==> src/rtl/adc128_responder_if.sv <==
// SPI-side signals of the ADC128S022-style link between an initiator
// (master: drives CS_N/SCLK/DIN) and the responder (slave: drives DOUT).
interface adc128_responder_if;
    logic adc_cs_n;
    logic adc_sclk;
    logic adc_saddr;
    logic adc_sdat;
    logic adc_sdat_oe;

    modport master (
        output adc_cs_n,
        output adc_sclk,
        output adc_saddr,
        input  adc_sdat,
        input  adc_sdat_oe
    );

    modport slave (
        input  adc_cs_n,
        input  adc_sclk,
        input  adc_saddr,
        output adc_sdat,
        output adc_sdat_oe
    );
endinterface

==> src/rtl/adc128_responder.sv <==
// adc128_responder: emulates an 8-channel 12-bit ADC128S022 on the SPI side.
// Frames are 16 SCLK long; DIN carries the next channel address (bits 2..4),
// DOUT returns {4'b0, sample} of the channel addressed in the previous frame.
// All SPI inputs are synchronized and edge-detected on the local clk, which
// must run at least 8x SCLK. Holding CS_N low across frames gives continuous
// conversion.
// Optional macro ADC128_RESPONDER_TEST_PATTERN_EN: when defined, test_pattern=1
// replaces the sample with {4'b0, channel, 9-bit frame counter}.
module adc128_responder #(
    parameter int unsigned SYNC_STAGES = 2,
    parameter int unsigned FIRST_CH    = 0
) (
    input  logic                     clk,
    input  logic                     reset,
    adc128_responder_if.slave        spi,
    input  logic [95:0]              ch_data,
    input  logic                     test_pattern,
    output logic                     frame_done,
    output logic                     frame_abort,
    output logic [2:0]               cur_ch
);

    localparam int unsigned STAGES   = (SYNC_STAGES < 2) ? 2 : SYNC_STAGES;
    localparam logic [2:0]  RESET_CH = FIRST_CH[2:0];

    typedef enum logic {
        IDLE,
        SHIFT
    } state_t;

    // ---------------------------------------------------------------- sync
    logic [STAGES-1:0] cs_sync;
    logic [STAGES-1:0] sclk_sync;
    logic [STAGES-1:0] saddr_sync;
    logic              cs_prev;
    logic              sclk_prev;

    // Synchronizer chains plus one delayed copy for edge detection.
    always_ff @(posedge clk or posedge reset) begin
        if (reset) begin
            cs_sync    <= '1;
            sclk_sync  <= '1;
            saddr_sync <= '0;
            cs_prev    <= 1'b1;
            sclk_prev  <= 1'b1;
        end else begin
            cs_sync    <= {cs_sync[STAGES-2:0], spi.adc_cs_n};
            sclk_sync  <= {sclk_sync[STAGES-2:0], spi.adc_sclk};
            saddr_sync <= {saddr_sync[STAGES-2:0], spi.adc_saddr};
            cs_prev    <= cs_sync[STAGES-1];
            sclk_prev  <= sclk_sync[STAGES-1];
        end
    end

    logic cs_s;
    logic saddr_s;
    logic cs_fall;
    logic cs_rise;
    logic sclk_rise;
    logic sclk_fall;

    assign cs_s      = cs_sync[STAGES-1];
    assign saddr_s   = saddr_sync[STAGES-1];
    assign cs_fall   =  cs_prev & ~cs_s;
    assign cs_rise   = ~cs_prev &  cs_s;
    assign sclk_rise = ~sclk_prev &  sclk_sync[STAGES-1];
    assign sclk_fall =  sclk_prev & ~sclk_sync[STAGES-1];

    // ------------------------------------------------------------- samples
    logic [11:0] sample [8];

    for (genvar g = 0; g < 8; g++) begin : g_sample
        assign sample[g] = ch_data[12*g +: 12];
    end

    // ---------------------------------------------------------- registers
    state_t      state;
    state_t      state_n;
    logic [4:0]  bit_cnt;
    logic [4:0]  bit_cnt_n;
    logic [2:0]  addr;
    logic [2:0]  addr_n;
    logic [15:0] shreg;
    logic [15:0] shreg_n;
    logic [2:0]  pend_ch;
    logic [2:0]  pend_n;
    logic [2:0]  cur_ch_n;
    logic        sdat_q;
    logic        sdat_n;
    logic        oe_q;
    logic        oe_n;
    logic        done_n;
    logic        abort_n;
    logic [15:0] load_word;

`ifdef ADC128_RESPONDER_TEST_PATTERN_EN
    logic [8:0] frame_cnt;

    // Completed-frame counter feeding the test pattern; wraps at 512.
    always_ff @(posedge clk or posedge reset) begin
        if (reset) begin
            frame_cnt <= '0;
        end else if (frame_done) begin
            frame_cnt <= frame_cnt + 9'd1;
        end
    end

    // Word loaded at frame start: test pattern or sample of the pending channel.
    always_comb begin
        load_word = {4'b0000, sample[pend_ch]};
        if (test_pattern) begin
            load_word = {4'b0000, pend_ch, frame_cnt};
        end
    end
`else
    logic unused_test_pattern;
    assign unused_test_pattern = test_pattern;

    // Word loaded at frame start: sample of the pending channel.
    always_comb begin
        load_word = {4'b0000, sample[pend_ch]};
    end
`endif

    // State and datapath register update.
    always_ff @(posedge clk or posedge reset) begin
        if (reset) begin
            state       <= IDLE;
            bit_cnt     <= '0;
            addr        <= '0;
            shreg       <= '0;
            pend_ch     <= RESET_CH;
            cur_ch      <= RESET_CH;
            sdat_q      <= 1'b0;
            oe_q        <= 1'b0;
            frame_done  <= 1'b0;
            frame_abort <= 1'b0;
        end else begin
            state       <= state_n;
            bit_cnt     <= bit_cnt_n;
            addr        <= addr_n;
            shreg       <= shreg_n;
            pend_ch     <= pend_n;
            cur_ch      <= cur_ch_n;
            sdat_q      <= sdat_n;
            oe_q        <= oe_n;
            frame_done  <= done_n;
            frame_abort <= abort_n;
        end
    end

    // Next-state logic; CS_N edges take priority over SCLK edges in the same clk.
    always_comb begin
        state_n   = state;
        bit_cnt_n = bit_cnt;
        addr_n    = addr;
        shreg_n   = shreg;
        pend_n    = pend_ch;
        cur_ch_n  = cur_ch;
        sdat_n    = sdat_q;
        oe_n      = oe_q;
        done_n    = 1'b0;
        abort_n   = 1'b0;

        case (state)
            IDLE: begin
                if (cs_fall) begin
                    state_n   = SHIFT;
                    cur_ch_n  = pend_ch;
                    shreg_n   = load_word;
                    sdat_n    = load_word[15];
                    oe_n      = 1'b1;
                    bit_cnt_n = '0;
                    addr_n    = '0;
                end
            end
            SHIFT: begin
                if (cs_rise) begin
                    state_n = IDLE;
                    oe_n    = 1'b0;
                    sdat_n  = 1'b0;
                    abort_n = (bit_cnt < 5'd16);
                end else if (sclk_rise && (bit_cnt < 5'd16)) begin
                    if ((bit_cnt >= 5'd2) && (bit_cnt <= 5'd4)) begin
                        addr_n = {addr[1:0], saddr_s};
                    end
                    bit_cnt_n = bit_cnt + 5'd1;
                    if (bit_cnt == 5'd15) begin
                        pend_n = addr;
                        done_n = 1'b1;
                    end
                end else if (sclk_fall) begin
                    // A falling edge after bit 16 with CS_N held low starts
                    // the next frame without passing through IDLE.
                    if (bit_cnt == 5'd16) begin
                        if (!cs_s) begin
                            cur_ch_n  = pend_ch;
                            shreg_n   = load_word;
                            sdat_n    = load_word[15];
                            bit_cnt_n = '0;
                            addr_n    = '0;
                        end
                    end else if (bit_cnt != 5'd0) begin
                        shreg_n = {shreg[14:0], 1'b0};
                        sdat_n  = shreg[14];
                    end
                end
            end
            default: begin
                state_n = IDLE;
            end
        endcase
    end

    assign spi.adc_sdat    = sdat_q;
    assign spi.adc_sdat_oe = oe_q;

endmodule

==> src/flat_wrapper.sv <==
// flat-port wrapper written by rule: the top's interface ports become plain ports
module adc128_responder_flat 
#(
    parameter int unsigned SYNC_STAGES = 2,
    parameter int unsigned FIRST_CH    = 0
)
  (clk, reset, ch_data, test_pattern, frame_done, frame_abort, cur_ch, spi_adc_cs_n, spi_adc_sclk, spi_adc_saddr, spi_adc_sdat, spi_adc_sdat_oe);
  adc128_responder_if spi_i ();
  input  logic clk;
  input  logic reset;
  input  logic [95:0] ch_data;
  input  logic test_pattern;
  output logic frame_done;
  output logic frame_abort;
  output logic [2:0] cur_ch;
  input wire logic [$bits(spi_i.adc_cs_n)-1:0] spi_adc_cs_n;
  input wire logic [$bits(spi_i.adc_sclk)-1:0] spi_adc_sclk;
  input wire logic [$bits(spi_i.adc_saddr)-1:0] spi_adc_saddr;
  output wire logic [$bits(spi_i.adc_sdat)-1:0] spi_adc_sdat;
  output wire logic [$bits(spi_i.adc_sdat_oe)-1:0] spi_adc_sdat_oe;
  assign spi_i.adc_cs_n = spi_adc_cs_n;
  assign spi_i.adc_sclk = spi_adc_sclk;
  assign spi_i.adc_saddr = spi_adc_saddr;
  assign spi_adc_sdat = spi_i.adc_sdat;
  assign spi_adc_sdat_oe = spi_i.adc_sdat_oe;
  adc128_responder #(.SYNC_STAGES(SYNC_STAGES), .FIRST_CH(FIRST_CH)) u_core (.clk(clk), .reset(reset), .spi(spi_i), .ch_data(ch_data), .test_pattern(test_pattern), .frame_done(frame_done), .frame_abort(frame_abort), .cur_ch(cur_ch));
endmodule
==> config.mk <==
export PLATFORM = sky130hd
export DESIGN_NAME = adc128_responder_flat
export DESIGN_NICKNAME = d
export VERILOG_FILES = /design/src/rtl/adc128_responder_if.sv /design/src/rtl/adc128_responder.sv /design/src/flat_wrapper.sv
export SDC_FILE = /design/constraint.sdc
export NUM_CORES = 1
export LEC_CHECK = 0
export ABC_CLOCK_PERIOD_IN_PS = 2500
export CAP_MARGIN = 20
export CELL_PAD_IN_SITES_DETAIL_PLACEMENT = 1
export CELL_PAD_IN_SITES_GLOBAL_PLACEMENT = 2
export CORE_MARGIN = 8
export CORE_UTILIZATION = 29
export CTS_BUF_LIST = sky130_fd_sc_hd__clkbuf_8
export DETAILED_ROUTE_END_ITERATION = 8
export PLACE_DENSITY = 0.82
export SETUP_SLACK_MARGIN = 0.02
export SLEW_MARGIN = 40
export SYNTH_ARGS = -nofsm -noshare
export SYNTH_HDL_FRONTEND = slang
export SYNTH_SLANG_ARGS = --single-unit
==> constraint.sdc <==
create_clock -name clk -period 2.5 [get_ports clk]
set_input_delay 0.5 -clock clk [delete_from_list [all_inputs] [get_ports clk]]
set_output_delay 0.5 -clock clk [all_outputs]
set_load 0.02 [all_outputs]
**Word-level counts from Yosys, hierarchy flattened**

Cells that the tools add are included.
Widths: inputs -> output; s select.

- Memories kept: 0
- Bits in latches: 0
- Input bits: 102
- Logic and storage cells: 113
- Register bits: 42
- Output and inout port bits: 7
- Memory bits (read-only): 0
- RAM bits: 0

- Div/mod/pow operators: 0
- Shifts and indexed selects: 0
- Eq/ne operators: 19
- Order comparisons: 4
- Reduce and logical (&&, ||, !) cells: 10
- Add/subtract/negate cells: 1
- Multiply operators: 0
- Mux-type cells: 53
- Bitwise gates (word level): 11

Operators by type and width:

| cell | number |
|---|---|
| $mux 15 | 7 |
| $mux 3 | 13 |
| $bmux 12 s3 | 1 |
| $mux 5 | 6 |
| $pmux 15 s2 | 1 |
| $mux 12 | 2 |
| $reduce_and 6->1 | 3 |
| $mux 1 | 17 |
| $ne 3x3->1 const B | 5 |
| $pmux 3 s2 | 2 |
| $pmux 5 s2 | 1 |
| $reduce_and 5->1 | 2 |
| $ne 2x2->1 const B | 4 |
| $ne 2x1->1 const B | 3 |
| $ne 3x2->1 const B | 2 |
| $not 1->1 | 6 |
| $pmux 1 s2 | 3 |
| $add 5x1->5 const B | 1 |
| $eq 5x4->1 const B | 1 |
| $eq 5x5->1 const B | 1 |
| $ge 5x2->1 const B | 1 |
| $le 5x3->1 const B | 1 |
| $lt 5x5->1 const B | 1 |
| $reduce_bool 5->1 | 1 |
| 9 further kinds | 13 |

**Depth between registers and ports, before layout**

- Depth in word-level cells: 10
- Gate-level depth with buffers: 8

**Worst setup path before layout**

Ideal clock, no wire load.

- Path type: register to register
- Start: register u_core.pend_ch[2]
- End: register u_core.shreg[4]
- Clock period less this slack: 2.085 ns
- Cell stages (with the launch flop): 7
- Arrival: 1.960 ns
- Data required time: 2.375 ns
- Path slack: 0.415 ns
- Path buffers: 2
- Cell sequence: dfrtp_1 > clkbuf_1 > clkbuf_1 > mux4_2 > mux2_2 > mux2_2 > mux2_4

- Word-level cells in the longest chain between the ends: 10
- Elaborated cells on any way between the ends: 11

RTL lines:

| what | line | text |
|---|---|---|
| start: declaration | adc128_responder.sv:85 | `logic [2:0] pend_ch;` |
| start signal: assignment | adc128_responder.sv:143 | `pend_ch <= pend_n;` |
| $not 3->4 (not written as such) * | adc128_responder.sv:121 | `load_word = {4'b0000, sample[pend_ch]};` |
| $bmux 12 s3 * | adc128_responder.sv:121 |  |
| $mux 12 (not written as such) * (2 in series) | adc128_responder.sv:121 |  |
| $mux 15 | adc128_responder.sv:196 | `if (!cs_s) begin` |
| $mux 15 | adc128_responder.sv:195 | `if (bit_cnt == 5'd16) begin` |
| $mux 15 | adc128_responder.sv:192 | `end else if (sclk_fall) begin` |
| $mux 15 | adc128_responder.sv:183 | `end else if (sclk_rise && (bit_cnt < 5'd16)) begin` |
| $mux 15 | adc128_responder.sv:178 | `if (cs_rise) begin` |
| $pmux 15 s2 * | adc128_responder.sv:165 | `case (state)` |
| end signal: assignment | adc128_responder.sv:142 | `shreg <= shreg_n;` |
| end: declaration | adc128_responder.sv:83 | `logic [15:0] shreg;` |

Every way passes the cells marked *; elsewhere a longest branch is shown, timed or not. The select of a mux whose other input is x is not followed.
A chain may end at the register's enable or synchronous reset.

**Worst setup path in the final report**

- Start: register u_core.bit_cnt[1]
- End: register u_core.shreg[4]

- Word-level cells in the longest chain between the ends: 6
- Elaborated cells on any way between the ends: 13

RTL lines:

| what | line | text |
|---|---|---|
| start: declaration | adc128_responder.sv:79 | `logic [4:0] bit_cnt;` |
| start signal: assignment | adc128_responder.sv:140 | `bit_cnt <= bit_cnt_n;` |
| $eq 5x5->1 | adc128_responder.sv:195 |  |
| $mux 15 | adc128_responder.sv:195 |  |
| $mux 15 | adc128_responder.sv:192 |  |
| $mux 15 | adc128_responder.sv:183 |  |
| $mux 15 | adc128_responder.sv:178 |  |
| $pmux 15 s2 | adc128_responder.sv:165 |  |

Parallel ways exist; a longest one is shown, timed or not. The select of a mux whose other input is x is not followed.

==> metrics.cfg <==
[yosys]
synth.area.top_cells=dfrtp_1, mux4_2, mux2_2
synth_cell_types=46
synth_top_cell_area_share_pct=32.6
ys_ff_latch=42
synthTopCellsByCount=dfrtp_1, mux2_2, mux4_2, inv_1, mux2_4
synth_area_per_cell_um2=13.5
synthMuxAreaShare_pct=39.4
synth_flop_cell=dfrtp_1
ys_seq_area_share_pct=38.3
synth_top_family_by_area=multiplexers
synth.most_common_cell=dfrtp_1
yosys.area_share.adder_pct=1.36
ys_warn_count=0
yosysTopAreaCell=dfrtp_1
synth-xor-area-share_pct=0
synth_compound_area_share_pct=7.65
synth_nets=309
ys_async_sr_fraction_pct=100
syn_area_um2=2760
synth_cells=204
synthSimpleGateAreaFrac_pct=7.83
synth_edf_count=0

[critical_path]
crit_path_end_kind=register
crit_chain=inv_1 > ha_1 > nor4b_2 > o32ai_2 > or2_1 > buf_12 > mux2_4
arrival_ps=2420
crit_type=register to register
cpPeakStageDelay_ps=450
reg2reg_depth=7
cp_max_fo=14
cp-start-kind=register
crit_slowest_cell=dfrtp_1
crit_required_ps=2680

[floorplan]
core_um2=9240
fp-row-count=35
die_w_um=114
die_h_um=114
io_pins=109
start_util_pct=29.9
dieArea_um2=12900

[clock_network]
ctsResizeCount=0
htree_levels=2
cts-buffers-inserted=5
cts_tree=done
insertion_delay_ps=290
path_clk_slew_ps=90
cts_hold_buf=0
cts_setup_buffers=0
root_buffer=clkbuf_8
cts.sinks=42
cts_buffer_depth=2

[sta]
worst_slack_ps=258
layout_min_cycle_time_ps=2240
slew_headroom_pct=64.7
setup_tns_ps=0
fmax_mhz=446
fin_worst_skew_ps=9.18
finalHoldViolCount=0
rsz0062_at_grt=no
report.final.slew_viol_count=0
setup_viol=0
final.period_utilization_pct=89.7
worst-slew-pin-transition_ps=522

[status]
status=complete, no violations

[finish]
layout.nets=420
multi_input_area_um2=1560
antenna-diode-count=0
nFillCells=989
seqCellArea_um2=1060
area_growth_syn_to_layout_pct=49.2
drive_gt1_share_pct=29.1

[global_routing]
grt_pass1_vias=2426
grt_pass1_wl_um=13000
grt_max_degree=43
grt.total_usage_pct=12.8
antenna_found_initial=0
gr-total-overflow=0

[routing]
first_pass_iters=4
post-route-drc-count=0
drtAntennaViolNets=0
via_per_inst=4.74
wl_um=8030
wl_per_cell_um=18.0
vias=2109
first_iter_violations=81

[place]
dp_hpwl_um=6560
numPortBuffers=107
gp_congestion=0.715
post-place-ws_ps=172

[pwr]
p_per_area_nw_per_um2=480
irDropWorstVdd_mv=0.269
p_leak_nw=1.58

[min_path]
hold_depth=0
hold_path.class=register to register

[flow_run]
max_cap_violations=0

[per-stage QoR]
| stage | power [mW] | area, µm² | cells | hold WS [ps] | utilization [%] |
|---|---|---|---|---|---|
| after floorplan | 1.20 | 2760 | 204 | 331 | - |
| after global placement | 1.43 | 4000 | 437 | 335 | 43.3 |
| after detailed placement | 1.46 | 4010 | 437 | 348 | 43.4 |
| after CTS | 2.01 | 4120 | 445 | 364 | 44.6 |
| after global routing | 2.10 | 4120 | 445 | 366 | 44.6 |
| final | 1.98 | 4120 | 445 | 362 | 44.6 |
[layout by cell type (no fill, tap or decap), types with 2 or more instances in the layout]
cell and instances:
a22oi_1 3, and3_1 2, buf_12 2, buf_4 8, clkbuf_8 5, clkdlybuf4s50_1 107, clkinvlp_4 2, dfrtp_1 36
dfstp_2 6, ha_1 3, inv_1 15, mux2_2 30, mux2_4 11, mux2i_1 3, mux4_1 4, mux4_2 20
nand2_1 6, nand2b_1 4, nand3_1 2, nor2_1 8, nor2b_1 2, o211ai_1 2, o21ai_0 8, o21ai_1 2
[power by group]
part	total, mW	switching [mW]	leakage, nW	internal (mW)
Clock	0.540	0.242	0.0504	0.297
Sequential	0.880	0.0761	0.529	0.804
Combinational	0.558	0.166	1.00	0.392
[critical path, delay by kind of cell (launching register included)]
family          cells  cell delay, ps
flops               1             450
buf+inv             2             290
simple gates        2             680
compound gates      1             220
fa+ha+maj           1             180
mux                 1             300
[registers in the layout (all words and copies together), names as in the netlist, 2 cells and up]
register           flops
u_core.addr            3
u_core.bit_cnt         5
u_core.cs_sync         2
u_core.cur_ch          3
u_core.pend_ch         3
u_core.saddr_sync      2
u_core.sclk_sync       2
u_core.shreg          15
[path summary, 6_finish.rpt]
| path | start | end | slack (ps) |
|---|---|---|---|
| min | u_core.sclk_sync[0] | u_core.sclk_sync[1] | 360 |
| max in group asynchronous | reset | u_core.cs_prev | 1490 |
| min reg2reg | u_core.sclk_sync[0] | u_core.sclk_sync[1] | 360 |
| max | u_core.bit_cnt[1] | u_core.shreg[4] | 260 |
| min in group asynchronous | reset | u_core.pend_ch[1] | 630 |
| max reg2reg | u_core.bit_cnt[1] | u_core.shreg[4] | 260 |
[cell families (layout without fill, tap and decap cells)]
kind of cell,count (synthesis),count (layout)
mux,68,68
flops,42,42
simple gates,35,35
compound gates,28,28
buf+inv,28,140
fa+ha+maj,3,3
[layer usage]
metal / track usage [%] / up-vias / wire [µm]
met3: 2.54 / 5 / 260
li1: - / 999 / -
met1: 14.7 / 1068 / 3270
met2: 23.5 / 37 / 4430
met5: 0 / - / 0
met4: 3.46 / 0 / 68
[layout make-up]
cell class,instances,share of cell area (%)
multi-input cells,134,37.9
flip-flops and latches,42,25.7
inverters,15,1.37
clock inverters,3,1.09
clock buffers,5,1.67
well taps,129,3.92
repair buffers,117,28.4
Note: power is estimated with default switching activity, not from simulation.
